--- src/rtl/uart_boot_sequencer_pkg.sv ---
// Shared definitions for the UART boot sequencer: state encodings and protocol bytes.
package uart_boot_sequencer_pkg;

    typedef enum logic [2:0] {
        BOOT_IDLE    = 3'd0,
        BOOT_SEND_99 = 3'd1,
        BOOT_RX_SIZE = 3'd2,
        BOOT_RX_PROG = 3'd3,
        BOOT_SEND_AA = 3'd4,
        BOOT_RUN     = 3'd5,
        BOOT_ERROR   = 3'd6
    } boot_state_t;

    localparam logic [7:0] BOOT_START_BYTE = 8'h99;
    localparam logic [7:0] BOOT_DONE_BYTE  = 8'hAA;

endpackage

--- src/rtl/uart_boot_sequencer_boot_cycle_timer.sv ---
// Boot cycle timer: loadable 32-bit down-counter that stops at zero and flags done.
module uart_boot_sequencer_boot_cycle_timer #(
    parameter int unsigned RESET_VALUE = 0
) (
    input  logic        clk,
    input  logic        reset_n,
    input  logic        load,
    input  logic [31:0] load_value,
    input  logic        enable,
    output logic        done
);

    logic [31:0] count_q;

    always_ff @(posedge clk or negedge reset_n) begin
        if (!reset_n) begin
            count_q <= 32'(RESET_VALUE);
        end else if (load) begin
            count_q <= load_value;
        end else if (enable && (count_q != 32'd0)) begin
            count_q <= count_q - 32'd1;
        end
    end

    assign done = (count_q == 32'd0);

endmodule

--- src/rtl/uart_boot_sequencer.sv ---
// UART boot sequencer: drives the 0x99 / size / program / 0xAA handshake, then releases the CPU.
// Optional receive-phase watchdog enabled by defining UART_BOOT_TIMEOUT_EN.
module uart_boot_sequencer
    import uart_boot_sequencer_pkg::*;
#(
    parameter int unsigned MAX_PROGRAM_BYTES  = 65536,
    parameter int unsigned START_DELAY_CYCLES = 1024,
    parameter int unsigned TIMEOUT_CYCLES     = 100000000
) (
    input  logic        clk,
    input  logic        reset_n,
    input  logic        transmit_0x99_finished,
    input  logic        receive_program_data_size_finished,
    input  logic        receive_program_data_finished,
    input  logic        transmit_0xAA_finished,
    input  logic [31:0] program_data_size,
    input  logic        program_memory_write_enable,
    output logic        transmit_0x99,
    output logic        receive_program_data_size,
    output logic        receive_program_data,
    output logic        transmit_0xAA,
    output logic        receive_stdin_data,
    output logic        transmit_stdout_data,
    output logic        cpu_run,
    output logic        boot_error,
    output logic [2:0]  boot_state,
    output logic [29:0] program_word_count
);

    localparam logic [2:0] ST_IDLE    = BOOT_IDLE;
    localparam logic [2:0] ST_SEND_99 = BOOT_SEND_99;
    localparam logic [2:0] ST_RX_SIZE = BOOT_RX_SIZE;
    localparam logic [2:0] ST_RX_PROG = BOOT_RX_PROG;
    localparam logic [2:0] ST_SEND_AA = BOOT_SEND_AA;
    localparam logic [2:0] ST_RUN     = BOOT_RUN;
    localparam logic [2:0] ST_ERROR   = BOOT_ERROR;

    logic [2:0]  state_q, state_d;
    logic [31:0] size_q;
    logic [29:0] word_count_q;
    logic        settle_q;
    logic        start_done;
    logic        timeout;
    logic        in_rx;

    assign in_rx = (state_q == ST_RX_SIZE) || (state_q == ST_RX_PROG);

    // Counter resets to the delay, so a delay of 0 leaves IDLE on the first edge.
    uart_boot_sequencer_boot_cycle_timer #(
        .RESET_VALUE (START_DELAY_CYCLES)
    ) u_start_timer (
        .clk        (clk),
        .reset_n    (reset_n),
        .load       (1'b0),
        .load_value (32'd0),
        .enable     (state_q == ST_IDLE),
        .done       (start_done)
    );

`ifdef UART_BOOT_TIMEOUT_EN
    logic wd_load;
    logic wd_done;

    assign wd_load = ((state_d != state_q) &&
                      ((state_d == ST_RX_SIZE) || (state_d == ST_RX_PROG))) ||
                     ((state_q == ST_RX_PROG) && program_memory_write_enable);

    uart_boot_sequencer_boot_cycle_timer #(
        .RESET_VALUE (TIMEOUT_CYCLES)
    ) u_watchdog_timer (
        .clk        (clk),
        .reset_n    (reset_n),
        .load       (wd_load),
        .load_value (32'(TIMEOUT_CYCLES)),
        .enable     (in_rx),
        .done       (wd_done)
    );

    assign timeout = wd_done && in_rx;
`else
    logic unused_timeout;
    assign unused_timeout = ^{TIMEOUT_CYCLES, in_rx};
    assign timeout        = 1'b0;
`endif

    always_comb begin
        state_d = state_q;
        case (state_q)
            ST_IDLE:    if (start_done) state_d = ST_SEND_99;
            ST_SEND_99: if (transmit_0x99_finished) state_d = ST_RX_SIZE;
            ST_RX_SIZE: begin
                if (receive_program_data_size_finished) begin
                    if ((program_data_size > 32'(MAX_PROGRAM_BYTES)) ||
                        (program_data_size[1:0] != 2'b00)) begin
                        state_d = ST_ERROR;
                    end else if (program_data_size == 32'd0) begin
                        state_d = ST_SEND_AA;
                    end else begin
                        state_d = ST_RX_PROG;
                    end
                end else if (timeout) begin
                    state_d = ST_ERROR;
                end
            end
            ST_RX_PROG: begin
                // settle_q marks the cycle after the done flag, once the last strobe has landed.
                if (settle_q) begin
                    state_d = ({word_count_q, 2'b00} == size_q) ? ST_SEND_AA : ST_ERROR;
                end else if (!receive_program_data_finished && timeout) begin
                    state_d = ST_ERROR;
                end
            end
            ST_SEND_AA: if (transmit_0xAA_finished) state_d = ST_RUN;
            ST_RUN:     state_d = ST_RUN;
            ST_ERROR:   state_d = ST_ERROR;
            default:    state_d = ST_ERROR;
        endcase
    end

    always_ff @(posedge clk or negedge reset_n) begin
        if (!reset_n) begin
            state_q      <= ST_IDLE;
            size_q       <= 32'd0;
            word_count_q <= 30'd0;
            settle_q     <= 1'b0;
        end else begin
            state_q  <= state_d;
            settle_q <= (state_d == ST_RX_PROG) && receive_program_data_finished;
            if ((state_q == ST_RX_SIZE) && receive_program_data_size_finished) begin
                size_q <= program_data_size;
            end
            if ((state_q == ST_RX_PROG) && program_memory_write_enable && !(&word_count_q)) begin
                word_count_q <= word_count_q + 30'd1;
            end
        end
    end

    assign transmit_0x99             = (state_q == ST_SEND_99) && !transmit_0x99_finished;
    assign receive_program_data_size = (state_q == ST_RX_SIZE) &&
                                       !receive_program_data_size_finished;
    assign receive_program_data      = (state_q == ST_RX_PROG) && !receive_program_data_finished;
    assign transmit_0xAA             = (state_q == ST_SEND_AA) && !transmit_0xAA_finished;
    assign cpu_run                   = (state_q == ST_RUN);
    assign receive_stdin_data        = (state_q == ST_RUN);
    assign transmit_stdout_data      = (state_q == ST_RUN);
    assign boot_error                = (state_q == ST_ERROR);
    assign boot_state                = state_q;
    assign program_word_count        = word_count_q;

endmodule

--- config.mk ---
export PLATFORM = sky130hd
export DESIGN_NAME = uart_boot_sequencer
export DESIGN_NICKNAME = d
export VERILOG_FILES = /design/src/rtl/uart_boot_sequencer_pkg.sv /design/src/rtl/uart_boot_sequencer_boot_cycle_timer.sv /design/src/rtl/uart_boot_sequencer.sv
export SDC_FILE = /design/constraint.sdc
export NUM_CORES = 1
export LEC_CHECK = 0
export CAP_MARGIN = 0
export CORE_MARGIN = 4
export CORE_UTILIZATION = 47
export CTS_BUF_LIST = sky130_fd_sc_hd__clkbuf_4 sky130_fd_sc_hd__clkbuf_8
export DETAILED_ROUTE_END_ITERATION = 7
export PLACE_DENSITY = 0.75
export REMOVE_ABC_BUFFERS = 1
export SYNTH_ARGS = -nofsm -noshare
export SYNTH_HDL_FRONTEND = slang
export SYNTH_SLANG_ARGS = --single-unit
--- constraint.sdc ---
create_clock -name clk -period 2.1 [get_ports clk]
set_input_delay 0.42 -clock clk [delete_from_list [all_inputs] [get_ports clk]]
set_output_delay 0.42 -clock clk [all_outputs]
set_load 0.01 [all_outputs]
Word level (Yosys, flattened, before mapping):

Cells that the tools add are included.

* add/subtract/negate cells: 2
* magnitude comparators: 1
* equal/unequal tests: 8
* muxes and demuxes: 9
* reduce and logical (&&, ||, !) cells: 21

Operator list (number)
* 32-bit zero test: 2
* 32-bit == test: 1
* 32-bit by 17-bit greater-than comparator with 1-bit output, second input constant: 1
* 32-bit nonzero test: 1
* 32-bit by 1-bit subtractor with 32-bit output, second input constant: 1
* 30-bit by 1-bit adder with 30-bit output, second input constant: 1
* 30-bit AND reduction: 1
* 3-bit two-way mux: 7
* 3-bit one-hot mux with 6 select lines: 1
* 3-bit by 2-bit == test with 1-bit output, second input constant: 3
* 3-bit == test, second input constant: 3
* 1-bit logical AND: 9
* 1-bit zero test: 5
* 3-bit by 1-bit == test with 1-bit output, second input constant: 1
* 3-bit zero test: 1
* 2-bit two-way mux: 1
* 2-bit nonzero test: 1
* 1-bit logical OR: 1

* register bits after elaboration: 98
* input bits: 39
* output and inout bits: 41
* logic and storage cells: 46

Logic depth before layout (Yosys ltp):

* depth after elaboration: 7
* mapped depth: 8
* depth with buffers taken out: 8

By module:

From an unflattened synthesis, not the netlist that was laid out.

* cell total of the unflattened synthesis: 524
* area, all modules: 5429.0 um2

Modules (own cells, without submodules)
* uart_boot_sequencer: instances 1, cells an instance 290, area each 3360.7 um2, sequential area each 1651.6 um2
* uart_boot_sequencer_boot_cycle_timer: instances 1, cells an instance 234, area each 2068.2 um2, sequential area each 802.0 um2

Worst setup path before layout:

Ideal clock, no wire load.

* path type: register to register
* start: register u_start_timer.count_q[0]
* end: register u_start_timer.count_q[20]
* setup time: 79 ps
* arrival: 2058 ps
* setup slack: -37 ps
* cell stages (with the launch flop): 9
* buffers on the path: 0
* path through: dfrtp_1 -> inv_1 -> ha_1 -> nor4b_4 -> nand3_1 -> a31o_2 -> or3_4 -> nor4b_2 -> xor2_1

* word-level cells in the longest chain between the ends: 2

RTL lines
* start, declared: RTL line uart_boot_sequencer_boot_cycle_timer.sv:13 `logic [31:0] count_q;`
* start signal, assigned: RTL line uart_boot_sequencer_boot_cycle_timer.sv:17 `count_q <= 32'(RESET_VALUE);`
* start signal, assigned: RTL line uart_boot_sequencer_boot_cycle_timer.sv:19 `count_q <= load_value;`
* start signal, assigned: RTL line uart_boot_sequencer_boot_cycle_timer.sv:21 `count_q <= count_q - 32'd1;`
* branches (longest 2 deep; another with 32-bit by 1-bit subtractor with 32-bit output)

Parallel ways; which one is timed is not known.
A chain may end at the register's enable or synchronous reset.

Final worst setup path:

* start: register u_start_timer.count_q[10]
* end: register u_start_timer.count_q[31]

Same word-level chain as after synthesis.

==> results.yml <==
floorplanning:
  initial_core_util_pct: 48.7
  die_w_um: 109
  die_area_sq_mm: 0.0119
  core_area_sq_mm: 0.00986
  die_h_um: 109
  rows: 36
  io_pins: 80
worst_hold_path:
  hold_class: "primary input to async pin"
sta:
  layout_setup_ws_ns: -0.0656
  drv_slew: 0
  fin_crit_sh_pct: 103
  timing_hold_violations_final: 0
  setup_viol: 13
  whs_ns: 0.0234
  timing.final.crit_period_ns: 2.17
  tightest_slew_ns: 0.653
  tns_ns: -0.461
  rsz0062_at_grt: "true"
  skew_ns: 0.00770
  slew_headroom_pct: 56.1
  max_clock_freq_mhz: 462
placement:
  portBuffers: 79
  post-place-ws_ns: -0.444
  gp_congestion: 0.880
  dp_hpwl_um: 9050
  dp.cells: 693
global_routing:
  grt_pass1_vias: 4077
  antenna_found_initial: 0
  busiest_layer: "met2"
  grt_max_degree: 39
  grt_pass1_wl_um: 20400
  grt_remaining_overflow: 0
  grtUsageMet1_pct: 28.2
  gr-usage-met3_pct: 3.97
  grtUsageTotal_pct: 22.0
  grtUsageMet2_pct: 37.6
yosys:
  synth_top_area_share_pct: 50.5
  ys.flop_type: "dfrtp_1"
  synth-seq-cells: 98
  synthMostInstantiatedCell: "dfrtp_1"
  synthesis.instances: 413
  yosysSeqAreaShare_pct: 51.1
  yosysWarnings: 0
  synth_cell_types: 54
  syn_area_per_cell_sq_um: 11.6
  async_flop_share_pct: 100
  synth-edff-count: 0
  yosys-top-cells-area: "dfrtp_1 51%, xnor2_1 12%, mux2_2 7.7%"
  synthTopCellsByCount: "97 x dfrtp_1, 64 x xnor2_1, 33 x mux2_2"
  synth_top_area_cell: "dfrtp_1"
  syn_area_sq_mm: 0.00480
clock_network:
  htreeDepth: 3
  clockBufferDepth: 2
  cts.sinks: 98
  cts_tree: "done"
  path_clk_slew_ns: 0.09
  cts_buffers: 9
  clk_latency_ns: 0.36
  cts_hold_buf: 0
  cts_root_buffer: "clkbuf_8"
worst_setup_path:
  path_buf_inv: 1
  worst_setup_path_end_kind: "register"
  timing.rr.end: "u_start_timer.count_q[31]"
  slowest_delay_ns: 0.53
  r2r_slack_ns: -0.07
  worstSetupPathType: "register to register"
  path_delay_family: "simple AND/OR/NAND/NOR gates"
  rr_startpoint: "u_start_timer.count_q[10]"
  ff2ff_path_depth: 7
  critPathLaunchType: "register"
  crit_slowest_cell: "or4_4"
  path_cells: "or4_4, and4b_2, buf_6, nand2_4, a2111oi_4, nand3b_1, xnor2_1"
  worst_ep_arrival_time_ns: 2.42
  cp.required_ns: 2.35
  cp_max_fo: 4
pwr:
  powerDensity_mw_per_mm2: 490
  irDropWorstVdd_mv: 0.261
  p_total_w: 0.00342
  p_leak_nw: 3.34
layout:
  synthToLayoutAreaGrowth_pct: 45.1
  fin_cells: 721
  n_fill_cell: 671
  final_net_count: 624
  final_layout_size_suffix_gt1_share_pct: 33.8
  seq_area_sq_mm: 0.00246
  antennaDiodeCount: 0
  multi_input_area_sq_mm: 0.00257
drt:
  drtIter0Drc: 180
  wl_um: 12600
  dr.pass1.iters: 5
  postRouteAntennaNets: 0
  wl_per_cell_um: 17.5
  vias: 3870
  via_per_inst: 5.37
  drc: 0
outcome:
  status: "complete, but fails checks"
  violations: "setup timing"
run:
  cap_violations: 0
==> layout by cell type (no fill, tap or decap), drive strengths merged, types with 12 or more instances in the layout <==
| cell | count |
|---|---|
| nand4 | 23 |
| nand2 | 26 |
| clkdlybuf4s50 | 60 |
| nor3 | 13 |
| dfrtp | 97 |
| buf | 93 |
| nand3 | 15 |
| clkbuf | 12 |
| mux2 | 33 |
| nor4 | 18 |
| nor2 | 17 |
| xor2 | 22 |
| xnor2 | 64 |
==> report_power, final <==
| group | total, W | switching, W | internal, W |
|---|---|---|---|
| registers | 0.00189 | 0 | 0.00189 |
| clock network | 0.00137 | 0.000657 | 0.000714 |
| logic | 0.000159 | 0.0000755 | 0.0000836 |
| total | 0.00342 | 0.000733 | 0.00268 |
==> kinds of logic (layout without fill, tap and decap cells) <==
family	Yosys count	in the layout	synth area share (%)
compound gates	21	21	3.73
xor+xnor	86	86	15.7
fa+ha+maj	2	2	0.521
buf+inv	14	189	1.43
flops	98	98	51.1
mux	34	34	7.94
simple gates	158	158	19.6
==> metrics by stage <==
step / instance area, sq um / utilization [%]
finish: 6970 / 70.6
global route: 6970 / 70.6
CTS: 6750 / 68.5
detailed placement: 6350 / 64.4
global placement: 6350 / 64.4
floorplan: 4740 / -
==> worst reg2reg max path, delay by kind of cell, from the launching register on <==
| family | cells | cell delay (ns) |
|---|---|---|
| XOR/XNOR | 1 | 0.15 |
| flip-flops | 1 | 0.38 |
| AO/OA/AOI/OAI | 1 | 0.33 |
| buffers and inverters | 1 | 0.12 |
| AND/OR/NAND/NOR | 4 | 1.08 |
==> cell type report <==
class,instances,share of cell area [%]
Multi-Input combinational cell,301,36.8
Inverter,2,0.108
Timing Repair Buffer,171,22.2
Clock buffer,11,2.08
Sequential cell,98,35.3
Tap cell,133,2.39
Clock inverter,5,1.11
==> how the worst max path moves through the flow <==
stage	to	from	cells after the start	slack [ns]
2_1_floorplan	settle_q	boot_state[2]	4	-2.82
3_3_place_gp	settle_q	program_data_size[3]	8	-0.34
3_5_place_dp	settle_q	program_data_size[4]	8	-0.44
4_1_cts	u_start_timer.count_q[31]	u_start_timer.count_q[10]	7	-0.05
5_1_grt	u_start_timer.count_q[20]	boot_state[1]	7	-0.18
6_report	u_start_timer.count_q[31]	u_start_timer.count_q[10]	7	-0.07
==> metal layers <==
| metal | up-vias | share of wire, % |
|---|---|---|
| met1 | 1900 | 42 |
| met3 | 27 | 4.7 |
| met2 | 113 | 52 |
| li1 | 1830 | - |
| met4 | 0 | 1.8 |
| met5 | - | 0 |
==> sequential cells by signal, summed over array words and instances, names as in the netlist <==
signal	flops
size_q	32
u_start_timer.count_q	32
program_word_count	30
boot_state	3
settle_q	1
==> what timing repair did <==
item	4_1_cts	5_1_grt
setup endpoints to repair	30	29
buffers inserted	8	4
hold endpoints to repair	0	0
pin swaps	9	22
gates resized for setup	35	48
Power figures use the tool's default switching activity.
